File: config.mk
export PLATFORM = sky130hd
export DESIGN_NAME = ex_alu_stage
export DESIGN_NICKNAME = d
export VERILOG_FILES = /design/src/rtl/ex_alu_stage.sv
export SDC_FILE = /design/constraint.sdc
export NUM_CORES = 1
export LEC_CHECK = 0
export ABC_AREA = 1
export BUFFER_PORTS_ARGS = -buffer_cell sky130_fd_sc_hd__buf_2
export CAP_MARGIN = 10
export CELL_PAD_IN_SITES_DETAIL_PLACEMENT = 1
export CELL_PAD_IN_SITES_GLOBAL_PLACEMENT = 2
export CORE_MARGIN = 5
export CORE_UTILIZATION = 29
export CTS_CLUSTER_DIAMETER = 150
export DETAILED_ROUTE_END_ITERATION = 7
export GPL_TIMING_DRIVEN = 1
export PLACE_DENSITY_LB_ADDON = 0.1
export SLEW_MARGIN = 20
export SYNTH_ARGS = -nofsm -noshare
export SYNTH_HDL_FRONTEND = slang
export SYNTH_SLANG_ARGS = --single-unit
File: constraint.sdc
create_clock -name clk -period 2 [get_ports clk]
set_clock_uncertainty 0.15 [all_clocks]
set_input_delay 0.1 -clock clk [delete_from_list [all_inputs] [get_ports clk]]
set_output_delay 0.1 -clock clk [all_outputs]
set_load 0.01 [all_outputs]
File: src/rtl/ex_alu_stage.sv
// ex_alu_stage: WISC execute-stage ALU. Single-cycle arithmetic/logic/set ops,
// and iterative one-bit-per-cycle shifts/rotates with a valid/ready handshake.
module ex_alu_stage #(
  parameter int unsigned WIDTH   = 16,
  parameter int unsigned SHAMT_W = 4
) (
  input  logic               clk,
  input  logic               rst_n,
  input  logic               in_valid,
  output logic               in_ready,
  input  logic [6:0]         alu_ctrl,
  input  logic               condition,
  input  logic [1:0]         set_sel,
  input  logic [WIDTH-1:0]   op_a,
  input  logic [WIDTH-1:0]   op_b,
  input  logic [2:0]         dest,
  input  logic               flush,
  output logic               out_valid,
  input  logic               out_ready,
  output logic [WIDTH-1:0]   out_result,
  output logic [2:0]         out_dest
);

  localparam logic [SHAMT_W-1:0] CNT_ONE = {{(SHAMT_W-1){1'b0}}, 1'b1};

  typedef enum logic {IDLE, SHIFT} state_t;

  state_t             r_state;
  state_t             w_state_nxt;

  logic [WIDTH-1:0]   r_work;
  logic [1:0]         r_sop;
  logic [SHAMT_W-1:0] r_cnt;
  logic [2:0]         r_wdest;

  logic               r_out_valid;
  logic [WIDTH-1:0]   r_out_result;
  logic [2:0]         r_out_dest;

  logic [WIDTH-1:0]   w_a;
  logic [WIDTH-1:0]   w_b;
  logic [WIDTH:0]     w_sum;
  logic               w_z;
  logic               w_n;
  logic               w_v;
  logic               w_set;
  logic [WIDTH-1:0]   w_imm;
  logic [SHAMT_W-1:0] w_amt;
  logic               w_shift_start;
  logic [WIDTH-1:0]   w_step;
  logic               w_out_free;
  logic               w_accept;
  logic               w_done;
  logic               w_load;
  logic [WIDTH-1:0]   w_load_data;
  logic [2:0]         w_load_dest;

  // Operand conditioning, adder, flags and the single-cycle result
  always_comb begin
    w_a   = alu_ctrl[3] ? ~op_a : op_a;
    w_b   = alu_ctrl[4] ? ~op_b : op_b;
    w_sum = {1'b0, w_a} + {1'b0, w_b} + {{WIDTH{1'b0}}, alu_ctrl[6]};
    w_z   = (w_sum[WIDTH-1:0] == '0);
    w_n   = w_sum[WIDTH-1];
    w_v   = alu_ctrl[5] & (w_a[WIDTH-1] == w_b[WIDTH-1]) & (w_sum[WIDTH-1] != w_a[WIDTH-1]);
    unique case (set_sel)
      2'b00:   w_set = w_z;
      2'b01:   w_set = ~(w_n ^ w_v) & ~w_z;
      2'b10:   w_set = ~(w_n ^ w_v);
      default: w_set = w_sum[WIDTH];
    endcase
    unique case (alu_ctrl[2:0])
      3'b100:  w_imm = w_sum[WIDTH-1:0];
      3'b101:  w_imm = w_a | w_b;
      3'b110:  w_imm = w_a ^ w_b;
      3'b111:  w_imm = w_a & w_b;
      default: w_imm = op_a;  // shift/rotate by zero: operand unchanged
    endcase
    if (condition) begin
      w_imm = {{(WIDTH-1){1'b0}}, w_set};
    end
    w_amt         = op_b[SHAMT_W-1:0];
    w_shift_start = ~alu_ctrl[2] & ~condition & (w_amt != '0);
  end

  // One-bit step of the working register for the latched shift kind
  always_comb begin
    unique case (r_sop)
      2'b00:   w_step = {r_work[WIDTH-2:0], r_work[WIDTH-1]};
      2'b01:   w_step = {r_work[WIDTH-2:0], 1'b0};
      2'b10:   w_step = {r_work[0], r_work[WIDTH-1:1]};
      default: w_step = {1'b0, r_work[WIDTH-1:1]};
    endcase
  end

  // State register
  always_ff @(posedge clk or negedge rst_n) begin
    if (!rst_n) r_state <= IDLE;
    else        r_state <= w_state_nxt;
  end

  // Next-state logic; flush overrides everything
  always_comb begin
    w_state_nxt = r_state;
    if (flush) begin
      w_state_nxt = IDLE;
    end else begin
      unique case (r_state)
        IDLE:    if (w_accept && w_shift_start) w_state_nxt = SHIFT;
        default: if (w_done && w_out_free)      w_state_nxt = IDLE;
      endcase
    end
  end

  // Handshake and output-register load control.
  // The last shift step is written straight to the output register so a
  // shift by k completes k cycles after acceptance; a count of zero in SHIFT
  // means the final value is parked in r_work waiting for space.
  always_comb begin
    w_out_free  = ~r_out_valid | out_ready;
    in_ready    = (r_state == IDLE) & w_out_free;
    w_accept    = in_valid & in_ready & ~flush;
    w_done      = (r_cnt == CNT_ONE) | (r_cnt == '0);
    w_load      = 1'b0;
    w_load_data = w_imm;
    w_load_dest = dest;
    unique case (r_state)
      IDLE: w_load = w_accept & ~w_shift_start;
      default: begin
        w_load      = w_done & w_out_free & ~flush;
        w_load_data = (r_cnt == '0) ? r_work : w_step;
        w_load_dest = r_wdest;
      end
    endcase
  end

  // Working shift register and step counter
  always_ff @(posedge clk or negedge rst_n) begin
    if (!rst_n) begin
      r_work  <= '0;
      r_sop   <= '0;
      r_cnt   <= '0;
      r_wdest <= '0;
    end else if (flush) begin
      r_cnt <= '0;
    end else if (r_state == IDLE) begin
      if (w_accept && w_shift_start) begin
        r_work  <= op_a;
        r_sop   <= alu_ctrl[1:0];
        r_cnt   <= w_amt;
        r_wdest <= dest;
      end
    end else if (r_cnt != '0) begin
      r_work <= w_step;
      r_cnt  <= r_cnt - CNT_ONE;
    end
  end

  // EX/MEM output register: holds until consumed, reloads back-to-back
  always_ff @(posedge clk or negedge rst_n) begin
    if (!rst_n) begin
      r_out_valid  <= 1'b0;
      r_out_result <= '0;
      r_out_dest   <= '0;
    end else if (flush) begin
      r_out_valid <= 1'b0;
    end else if (w_load) begin
      r_out_valid  <= 1'b1;
      r_out_result <= w_load_data;
      r_out_dest   <= w_load_dest;
    end else if (out_ready) begin
      r_out_valid <= 1'b0;
    end
  end

  assign out_valid  = r_out_valid;
  assign out_result = r_out_result;
  assign out_dest   = r_out_dest;

endmodule

==> results of run 1 <==
## path summary, 6_finish.rpt
| kind | to | depth (start not counted) | slack, ns | start |
|---|---|---|---|---|
| min in group asynchronous | out_result[7] | 2 | 0.19 | rst_n |
| setup reg to reg | out_valid | 5 | 0.06 | r_state |
| max in group asynchronous | r_state | 3 | 0.85 | rst_n |
| setup / recovery | out_result[0] | 20 | -0.29 | alu_ctrl[3] |
| hold reg to reg | r_wdest[0] | 2 | 0.33 | r_wdest[0] |
| hold / removal | out_result[0] | 6 | 0.08 | set_sel[0] |
## logic make-up (layout without fill, tap and decap cells)
kind of cell / after synthesis / count (layout)
simple gates: 276 / 276
compound gates: 177 / 177
buf+inv: 149 / 369
xor+xnor: 36 / 36
fa+ha+maj: 37 / 37
flops: 46 / 46
## through the flow
stage | total power, mW | instances | setup slack [ns]
floorplan | 2.87 | 721 | -0.355
global placement | 3.97 | 1112 | -0.940
detailed placement | 4.06 | 1112 | -0.974
CTS | 5.49 | 1147 | -0.314
global route | 6.21 | 1157 | -0.488
finish | 5.82 | 1157 | -0.291
## power groups by stage
stage / clock network, mW / registers, mW / logic (mW)
2_1_floorplan: 0 / 1.43 / 1.44
3_3_place_gp: 0 / 1.41 / 2.56
3_5_place_dp: 0 / 1.42 / 2.64
4_1_cts: 1.01 / 1.41 / 3.07
5_1_grt: 1.05 / 1.45 / 3.72
6_report: 0.990 / 1.42 / 3.41
## critical path, stage by stage
cell     delay, ns
buf_16        0.14
xnor2_4       0.16
inv_2         0.06
fa_2          0.38
inv_2         0.07
fa_2          0.21
inv_2         0.06
buf_4         0.14
nand3_4       0.09
nand4_1       0.13
nand2_2       0.13
nand2_1       0.08
nor2_2        0.14
nand3_1       0.09
nand2_1       0.07
nand2_1       0.05
nand2_1       0.05
nand2_1       0.05
nand2_1       0.07
a21oi_2       0.05
## what timing repair did
action / 4_1_cts / 5_1_grt
pin swaps: 52 / 77
hold buffers: 8 / 0
setup endpoints to repair: 17 / 40
setup buffers: 17 / 11
cloned: 2 / 1
resized for setup: 141 / 97
hold endpoints to repair: 28 / 0
## cell usage after synthesis, drive strengths merged
| cell type | count | area share |
|---|---|---|
| clkbuf | 12 | 0.0095 |
| a221oi | 4 | 0.0074 |
| nand2 | 171 | 0.14 |
| nor3 | 4 | 0.0066 |
| or2 | 2 | 0.0032 |
| o311ai | 1 | 0.0018 |
| o21ai | 71 | 0.075 |
| nor4 | 1 | 0.0013 |
| xnor2 | 36 | 0.067 |
| nand3 | 34 | 0.040 |
| o22ai | 20 | 0.026 |
| a211oi | 5 | 0.0079 |
| o21bai | 1 | 0.0016 |
| a22oi | 5 | 0.0079 |
| buf | 13 | 0.017 |
| a21oi | 39 | 0.042 |
| dfrtp | 46 | 0.24 |
| o211ai | 6 | 0.0095 |
| nor2 | 59 | 0.053 |
| o221ai | 2 | 0.0037 |
| and2 | 1 | 0.0013 |
| inv | 124 | 0.098 |
| ha | 35 | 0.092 |
| nand4 | 4 | 0.0053 |
| fa | 2 | 0.0085 |
| a31oi | 20 | 0.026 |
| o31ai | 3 | 0.0048 |
## area by class of cell
cell class                 instances  area (sq um)
clock buffer                       6           129
clock inverter                     2          37.5
fill                            1936          7780
inverter                         124           469
multi-input combinational        526          4240
sequential                        46          1150
tap                              216           270
timing repair buffer             237          1860
## metal layers
layer  up-vias  wire [um]
li1       2802          -
met1      2869       9230
met2       137      11000
met3        42       1030
met4         2        608
met5         -          7
## flip-flops by register name, indices dropped and copies added, names as in the netlist
signal	cells
out_valid	1
r_sop	2
out_dest	3
out_result	16
r_wdest	3
r_state	1
r_cnt	4
r_work	16
==> impl_metrics.tcl, run 1 <==
set metrics [dict create \
    busiest_layer "met2" \
    layout_commonest_cell "buf_4" \
    required_ns 2.04 \
    synth_top_family_by_area "simple AND/OR/NAND/NOR gates" \
    mostFrequentLayoutCells "141 x buf_4, 112 x nand2_1, 90 x inv_1" \
    worstSetupPathType "in2reg" \
    synth-seq-cells 46 \
    synthAdderAreaFrac 0.101 \
    ys_warn_count 0 \
    antenna_cells 0 \
    synth_compound_area_frac 0.214 \
    swShare 0.423 \
    fin_util 0.512 \
    hold_class "in2reg" \
    switchingPower_mw 2.46 \
    drv_slew 0 \
    design_area_sq_um 8160 \
    dr.pass1.iters 4 \
    p_leak_nw 3.97 \
    setup_violations 15 \
    seq_power_share 0.243 \
    core_area_sq_um 15900 \
    seq_area_frac_synth 0.243 \
    fmax_ghz 0.436 \
    vias 5852 \
    num_rows 46 \
    clockBufferDepth 2 \
    synthCells 721 \
    drive_gt1_frac 0.474 \
    endpoint_kind "register" \
    peakVddDrop_mv 0.363 \
    dp_hpwl_um 16400 \
    antenna_found_initial 1 \
    htreeDepth 2 \
    period_minus_slack_ns 2.29 \
    ioPinCount 71 \
    rsz0062_at_grt "yes" \
    viasPerCell 5.06 \
    max-slew-margin-rel 0.619 \
    die_x_um 138 \
    grt_pass1_wl_um 33800 \
    fin_crit_sh 1.15 \
    place.gp.congestion 0.928 \
    drt_first_iter_violations 213 \
    final-hold-violation-count 0 \
    io_buffers 70 \
    clkPwrFrac 0.170 \
    cts_tree "done" \
    met1_usage 0.285 \
    syn_area_sq_um 4740 \
    violations "setup timing" \
    crit_arrival_ns 2.33 \
    pwr-share-comb 0.586 \
    start_util 0.297 \
    floorplan.die_area_sq_um 19000 \
    yosys.area_share.xor_xnor 0.0665 \
    met3_usage 0.0325 \
    syn-num-nets 808 \
    critPathLaunchType "input port" \
    post_dp_cell_area_sq_um 6580 \
    drt-total-wl_um 21900 \
    grt_pass1_vias 6377 \
    drcViolationCount 0 \
    yosys.area_share.simple 0.251 \
    status "finished, violations left" \
    powerDensity_nw_per_um2 713 \
    clkSinkCount 46 \
    clock_latency_ns 0.30 \
    final_nets 1027 \
    clk_pin_slew_ns 0.07 \
    grt_util_met2 0.416 \
    root_buffer "clkbuf_16" \
    ant_nets 0 \
    finalSetupTns_ns -1.52 \
    hold_slack_ns 0.0823 \
    intPower_mw 3.35 \
    syn_to_final_growth_pct 72.2 \
    avgRoutedWirePerCell_um 18.9 \
    synth_mux_area_frac 0 \
    ys_types 37 \
    die_h_um 138 \
    syn_avg_cell_area_sq_um 6.57 \
    cts_made_buffers 5 \
    max_cap_viol_count 0 \
    worst_slack_ns -0.291 \
    worstMarginPinSlew_ns 0.572 \
    path_max_fanout 7 \
    grt-ovfl-total 0 \
    grt_use_total 0.230 \
    grt_max_degree 39 \
]
(Power assumes the default switching activity.)
==> run 2, diff against run 1 <==
--- a/config.mk
+++ b/config.mk
@@ -5,16 +5,15 @@
 export SDC_FILE = /design/constraint.sdc
 export NUM_CORES = 1
 export LEC_CHECK = 0
-export ABC_AREA = 1
 export BUFFER_PORTS_ARGS = -buffer_cell sky130_fd_sc_hd__buf_2
 export CAP_MARGIN = 10
 export CELL_PAD_IN_SITES_DETAIL_PLACEMENT = 1
 export CELL_PAD_IN_SITES_GLOBAL_PLACEMENT = 2
 export CORE_MARGIN = 5
-export CORE_UTILIZATION = 29
+export CORE_UTILIZATION = 31
 export CTS_CLUSTER_DIAMETER = 150
 export DETAILED_ROUTE_END_ITERATION = 7
-export GPL_TIMING_DRIVEN = 1
+export GPL_TIMING_DRIVEN = 0
 export PLACE_DENSITY_LB_ADDON = 0.1
 export SLEW_MARGIN = 20
 export SYNTH_ARGS = -nofsm -noshare
==> impl_metrics.tcl, run 2 <==
set metrics [dict create \
    final_nets 847 \
    synth_commonest_cells "87 x nand2_1, 64 x o21ai_0, 50 x nor2_1, 47 x inv_1, 46 x dfrtp_1" \
    switchingPower_mw 2.27 \
    antenna_cells 0 \
    num_rows 46 \
    wl_met1_um 9080 \
    syn_area_sq_um 4890 \
    final-hold-violation-count 0 \
    intPower_mw 2.95 \
    grt-ovfl-total 0 \
    worstSetupPathType "in2reg" \
    r2r_slack_ns -0.10 \
    grt_pass1_vias 5539 \
    ys_warn_count 0 \
    layout_commonest_cell "nand2_1" \
    die_h_um 136 \
    powerDensity_nw_per_um2 735 \
    grt_pass1_wl_um 31800 \
    antenna_found_initial 0 \
    drcViolationCount 0 \
    fillers 1855 \
    ys_types 66 \
    clockBufferDepth 2 \
    cts_tree "done" \
    crit_arrival_ns 3.13 \
    max-slew-margin-rel 0.534 \
    htreeDepth 2 \
    rsz0062_at_grt "yes" \
    peakVddDrop_mv 0.453 \
    endpoint_kind "register" \
    dpl_worst_slack_ns -2.42 \
    clkPwrFrac 0.156 \
    io_buffers 67 \
    fmax_ghz 0.324 \
    r2r_end "out_result[0]" \
    cp-startpoint "alu_ctrl[3]" \
    synth-seq-cells 46 \
    ioPinCount 71 \
    die_x_um 136 \
    start_util 0.312 \
    period_minus_slack_ns 3.09 \
    finalSetupTns_ns -8.98 \
    rr_startpoint "r_cnt[0]" \
    syn-num-nets 727 \
    path_max_fanout 6 \
    hold_class "in2reg" \
    core_area_sq_um 15700 \
    clock_latency_ns 0.29 \
    syn_avg_cell_area_sq_um 7.64 \
    setup.worst_path.end "out_result[0]" \
    cts_made_buffers 5 \
    required_ns 2.04 \
    yosys.area.top_type "dfrtp_1" \
    synth-edff-count 0 \
    fin_crit_sh 1.54 \
    seq_area_frac_synth 0.235 \
    vias 5158 \
    total_power_mw 5.22 \
    drt-total-wl_um 20100 \
    synthCells 640 \
    mostFrequentLayoutCells "80 x nand2_1, 64 x buf_2, 50 x o21ai_0" \
    grt_max_degree 47 \
    drive_gt1_frac 0.359 \
    yosysMostFrequentCell "nand2_1" \
    synth_top_area_share 0.235 \
    status "finished, violations left" \
    seq_power_share 0.250 \
    p_leak_nw 2.98 \
    dp_hpwl_um 14800 \
    reg2reg_depth 9 \
    floorplan.die_area_sq_um 18400 \
    grt_use_total 0.220 \
    ant_nets 0 \
    violations "setup timing" \
    setup_violations 16 \
    top_layer_used "met4" \
    pwr-share-comb 0.593 \
    clkSinkCount 46 \
    clk_pin_slew_ns 0.07 \
    avgRoutedWirePerCell_um 20.6 \
    max_cap_viol_count 0 \
    root_buffer "clkbuf_16" \
    place.gp.congestion 0.820 \
    syn_to_final_growth_pct 45.3 \
    drv_slew 0 \
    met2WireLength_um 10100 \
    swShare 0.434 \
    synth_top_flop_cell "dfrtp_1" \
    viasPerCell 5.28 \
    worstMarginPinSlew_ns 0.700 \
    async_flop_share 1.00 \
    met3_length_um 394 \
    worst_slack_ns -1.09 \
    drt_first_iter_violations 264 \
    ys_top_cells_by_area "dfrtp_1 24%, ha_1 9.0%, xor2_1 7.0%" \
    critPathLaunchType "input port" \
    dr.pass1.iters 4 \
]
[run 2: how the worst min path moves through the flow]
| stage | from | end | slack (ns) | cells after the start |
|---|---|---|---|---|
| final | op_b[0] | r_cnt[0] | 0.04 | 3 |
| after floorplan | rst_n | out_dest[0] | -0.35 | 0 |
| after global placement | dest[1] | r_wdest[1] | 0.20 | 2 |
| after global routing | op_b[2] | r_cnt[2] | 0.04 | 3 |
| after detailed placement | rst_n | out_result[7] | 0.21 | 1 |
| after CTS | op_b[0] | r_cnt[0] | 0.03 | 3 |
[run 2: cell type report]
| class | count | area [sq um] | area share |
|---|---|---|---|
| buffer | 36 | 319 | 0.0449 |
| clock buffer | 7 | 133 | 0.0187 |
| inverter | 48 | 180 | 0.0254 |
| multi-input combinational | 500 | 4210 | 0.592 |
| sequential | 46 | 1150 | 0.162 |
| tap | 216 | 270 | 0.0380 |
| timing repair buffer | 123 | 841 | 0.118 |
[run 2: metal layers]
layer,global-route usage,vias up
li1,-,2481
met1,0.289,2568
met2,0.388,78
met3,0.0141,31
met4,0.0655,0
met5,0,-
[run 2: logic make-up after synthesis]
logic type | Yosys count | share of synthesized area
buffers and inverters | 94 | 0.0747
multiplexers | 32 | 0.0699
XOR/XNOR | 45 | 0.0806
adder cells (fa/ha/maj) | 37 | 0.0977
AND/OR/NAND/NOR | 192 | 0.182
AO/OA/AOI/OAI | 194 | 0.260
flip-flops | 46 | 0.235
[run 2: metrics by stage]
stage / util / hold WS, ns / cell area (sq um) / cells
2_1_floorplan: - / -0.346 / 5050 / 640
3_3_place_gp: 0.361 / 0.200 / 5660 / 923
3_5_place_dp: 0.361 / 0.207 / 5660 / 923
4_1_cts: 0.430 / 0.0285 / 6740 / 966
5_1_grt: 0.454 / 0.0392 / 7100 / 976
6_report: 0.454 / 0.0374 / 7100 / 976
[run 2: what timing repair did]
item                                    CTS  global route
endpoints found under the setup margin   40            37
pin swaps                                59            48
endpoints found under the hold margin    50             0
hold buffers                              4             0
setup buffers                            40            11
gates resized for setup                 141            59
gates cloned                              0             1
[run 2: critical path, cell delays in order]
cell and delay, ns:
clkbuf_16 0.14, xor2_4 0.16, fa_2 0.42, buf_6 0.13, a211oi_4 0.33, o21ai_2 0.12, a211o_4 0.35, and4_4 0.20
or4_1 0.49, nor4b_2 0.32, o21bai_1 0.11, a31oi_2 0.25
[run 2: power by group through the flow]
stage	Sequential [mW]	Clock, mW	Combinational, mW
floorplan	1.31	0	1.51
global placement	1.29	0	2.24
detailed placement	1.30	0	2.29
CTS	1.30	0.833	2.86
global route	1.33	0.867	3.36
finish	1.31	0.816	3.10
==> run 3, diff against run 2 <==
--- a/config.mk
+++ b/config.mk
@@ -10,11 +10,12 @@
 export CELL_PAD_IN_SITES_DETAIL_PLACEMENT = 1
 export CELL_PAD_IN_SITES_GLOBAL_PLACEMENT = 2
 export CORE_MARGIN = 5
-export CORE_UTILIZATION = 31
+export CORE_UTILIZATION = 34
 export CTS_CLUSTER_DIAMETER = 150
 export DETAILED_ROUTE_END_ITERATION = 7
 export GPL_TIMING_DRIVEN = 0
 export PLACE_DENSITY_LB_ADDON = 0.1
+export SETUP_SLACK_MARGIN = 0.5
 export SLEW_MARGIN = 20
 export SYNTH_ARGS = -nofsm -noshare
 export SYNTH_HDL_FRONTEND = slang
==> constraint.sdc (replaced) <==
create_clock -name clk -period 2.97 [get_ports clk]
set_clock_uncertainty 0.15 [all_clocks]
set_input_delay 0.1485 -clock clk [delete_from_list [all_inputs] [get_ports clk]]
set_output_delay 0.1485 -clock clk [all_outputs]
set_load 0.01 [all_outputs]
==> impl_metrics.tcl, run 3 (synthesized netlist as in run 2, its figures left out) <==
set metrics [dict create \
    status "finished, violations left" \
    violations "setup timing" \
    drt-total-wl_um 19500 \
    fin_util 0.484 \
    fmax_ghz 0.324 \
    switchingPower_mw 1.47 \
    clk_pin_slew_ns 0.06 \
    clock_latency_ns 0.29 \
    grt_use_total 0.227 \
    worstSetupPathType "in2reg" \
    endpoint_kind "register" \
    path_max_fanout 8 \
    critPathLaunchType "input port" \
    ioPinCount 71 \
    period_minus_slack_ns 3.09 \
    p_leak_nw 2.91 \
    crit_arrival_ns 3.11 \
    drt_first_iter_violations 300 \
    met2WireLength_um 10100 \
    final_nets 836 \
    worstMarginPinSlew_ns 0.759 \
    grt_pass1_vias 5508 \
    antenna_cells 0 \
    io_buffers 67 \
    multiInputGateArea_sq_um 4050 \
    cts_made_buffers 5 \
    intPower_mw 1.90 \
    grt_max_degree 47 \
    drive_gt1_frac 0.304 \
    place.gp.congestion 0.875 \
    ant_nets 0 \
    htreeDepth 2 \
    num_rows 43 \
    mostFrequentLayoutCells "84 x nand2_1, 69 x buf_2, 53 x o21ai_0" \
    peakVddDrop_mv 0.203 \
    hold_class "in2reg" \
    setup_violations 1 \
    required_ns 2.99 \
    worst_slack_ns -0.118 \
    clkSinkCount 46 \
    dp.cells 887 \
    fillers 1723 \
    vias 5220 \
    clockBufferDepth 2 \
    drcViolationCount 0 \
    cts_tree "done" \
    dpl_worst_slack_ns -0.794 \
    root_buffer "clkbuf_16" \
    syn_to_final_growth_pct 38.4 \
    dr.pass1.iters 5 \
    viasPerCell 5.62 \
    seq_power_share 0.256 \
    grt-ovfl-total 0 \
    core_area_sq_um 14000 \
    dp_hpwl_um 14400 \
    antenna_found_initial 0 \
    start_util 0.350 \
    final-hold-violation-count 0 \
    seq_area_sq_um 1150 \
    die_h_um 130 \
    max_cap_viol_count 0 \
    met3_length_um 637 \
    rsz0062_at_grt "yes" \
    die_x_um 130 \
    max-slew-margin-rel 0.494 \
    grt_pass1_wl_um 30000 \
    r2r_slack_ns 0.63 \
    wl_met1_um 8480 \
    floorplan.die_area_sq_um 16900 \
    clkPwrFrac 0.162 \
    drv_slew 0 \
    final_cells 929 \
    avgRoutedWirePerCell_um 21.0 \
    powerDensity_nw_per_um2 498 \
    fin_crit_sh 1.04 \
    top_layer_used "met4" \
    pwr-share-comb 0.582 \
    layout_commonest_cell "nand2_1" \
    swShare 0.437 \
]
[run 3: cell count changes in the layout (fill, tap and decap cells not counted), moves of 5 or more]
cell      change
buf_4        -19
buf_6         -7
ha_1          +6
xor2_1        +6
buf_2         +5
clkbuf_2      +5
nand2_2       -5
xor2_2        -5
[run 3: worst max-delay path, stage by stage]
cell	delay [ns]
clkbuf_16	0.15
xor2_4	0.21
fa_2	0.26
inv_2	0.04
fa_2	0.55
nand2b_4	0.07
a2111oi_4	0.39
o221ai_2	0.19
a2111oi_2	0.25
nand4_1	0.18
nor4bb_2	0.37
a31o_2	0.21
a31oi_1	0.08
[run 3: stage by stage]
stage / setup TNS (ns) / power, mW / instance area [sq um] / hold slack, ns
floorplan: -0.0885 / 1.90 / 5010 / -0.297
global placement: -5.94 / 2.34 / 5570 / 0.249
detailed placement: -6.77 / 2.38 / 5570 / 0.256
CTS: -0.0541 / 3.16 / 6310 / 0.0562
global route: -0.211 / 3.60 / 6770 / 0.0928
finish: -0.118 / 3.37 / 6770 / 0.0731
[run 3: power by group through the flow]
stage | sequential (mW) | combinational (mW) | clock, mW
after CTS | 0.865 | 1.74 | 0.555
after detailed placement | 0.876 | 1.50 | 0
after global placement | 0.869 | 1.47 | 0
after floorplan | 0.883 | 1.01 | 0
final | 0.863 | 1.96 | 0.545
after global routing | 0.878 | 2.14 | 0.582
[run 3: path summary, 6_finish.rpt]
check / depth (start not counted) / to / from
min in group asynchronous: 2 / r_wdest[0] / rst_n
hold / removal: 3 / out_result[0] / set_sel[0]
max in group asynchronous: 2 / out_result[8] / rst_n
setup reg to reg: 6 / out_result[9] / r_state
hold reg to reg: 1 / r_wdest[0] / r_wdest[0]
setup / recovery: 13 / out_result[0] / alu_ctrl[3]
[run 3: timing repair]
action,4_1_cts,5_1_grt
pin swaps,27,28
setup buffers,11,18
endpoints found under the hold margin,49,0
hold buffers,4,0
resized for setup,85,76
gates cloned,2,0
endpoints found under the setup margin,37,37
[run 3: area by class of cell]
type	count	area share
Multi-Input combinational cell	500	0.599
Clock buffer	5	0.0185
Sequential cell	46	0.170
Timing Repair Buffer	102	0.106
Tap cell	180	0.0333
Clock inverter	2	0.00148
Inverter	48	0.0266
Buffer	46	0.0458
[run 3: routing by layer]
metal | global-route usage | up-vias
met5 | 0 | -
met4 | 0.0648 | 0
met3 | 0.0258 | 23
met2 | 0.411 | 119
met1 | 0.284 | 2617
li1 | - | 2461
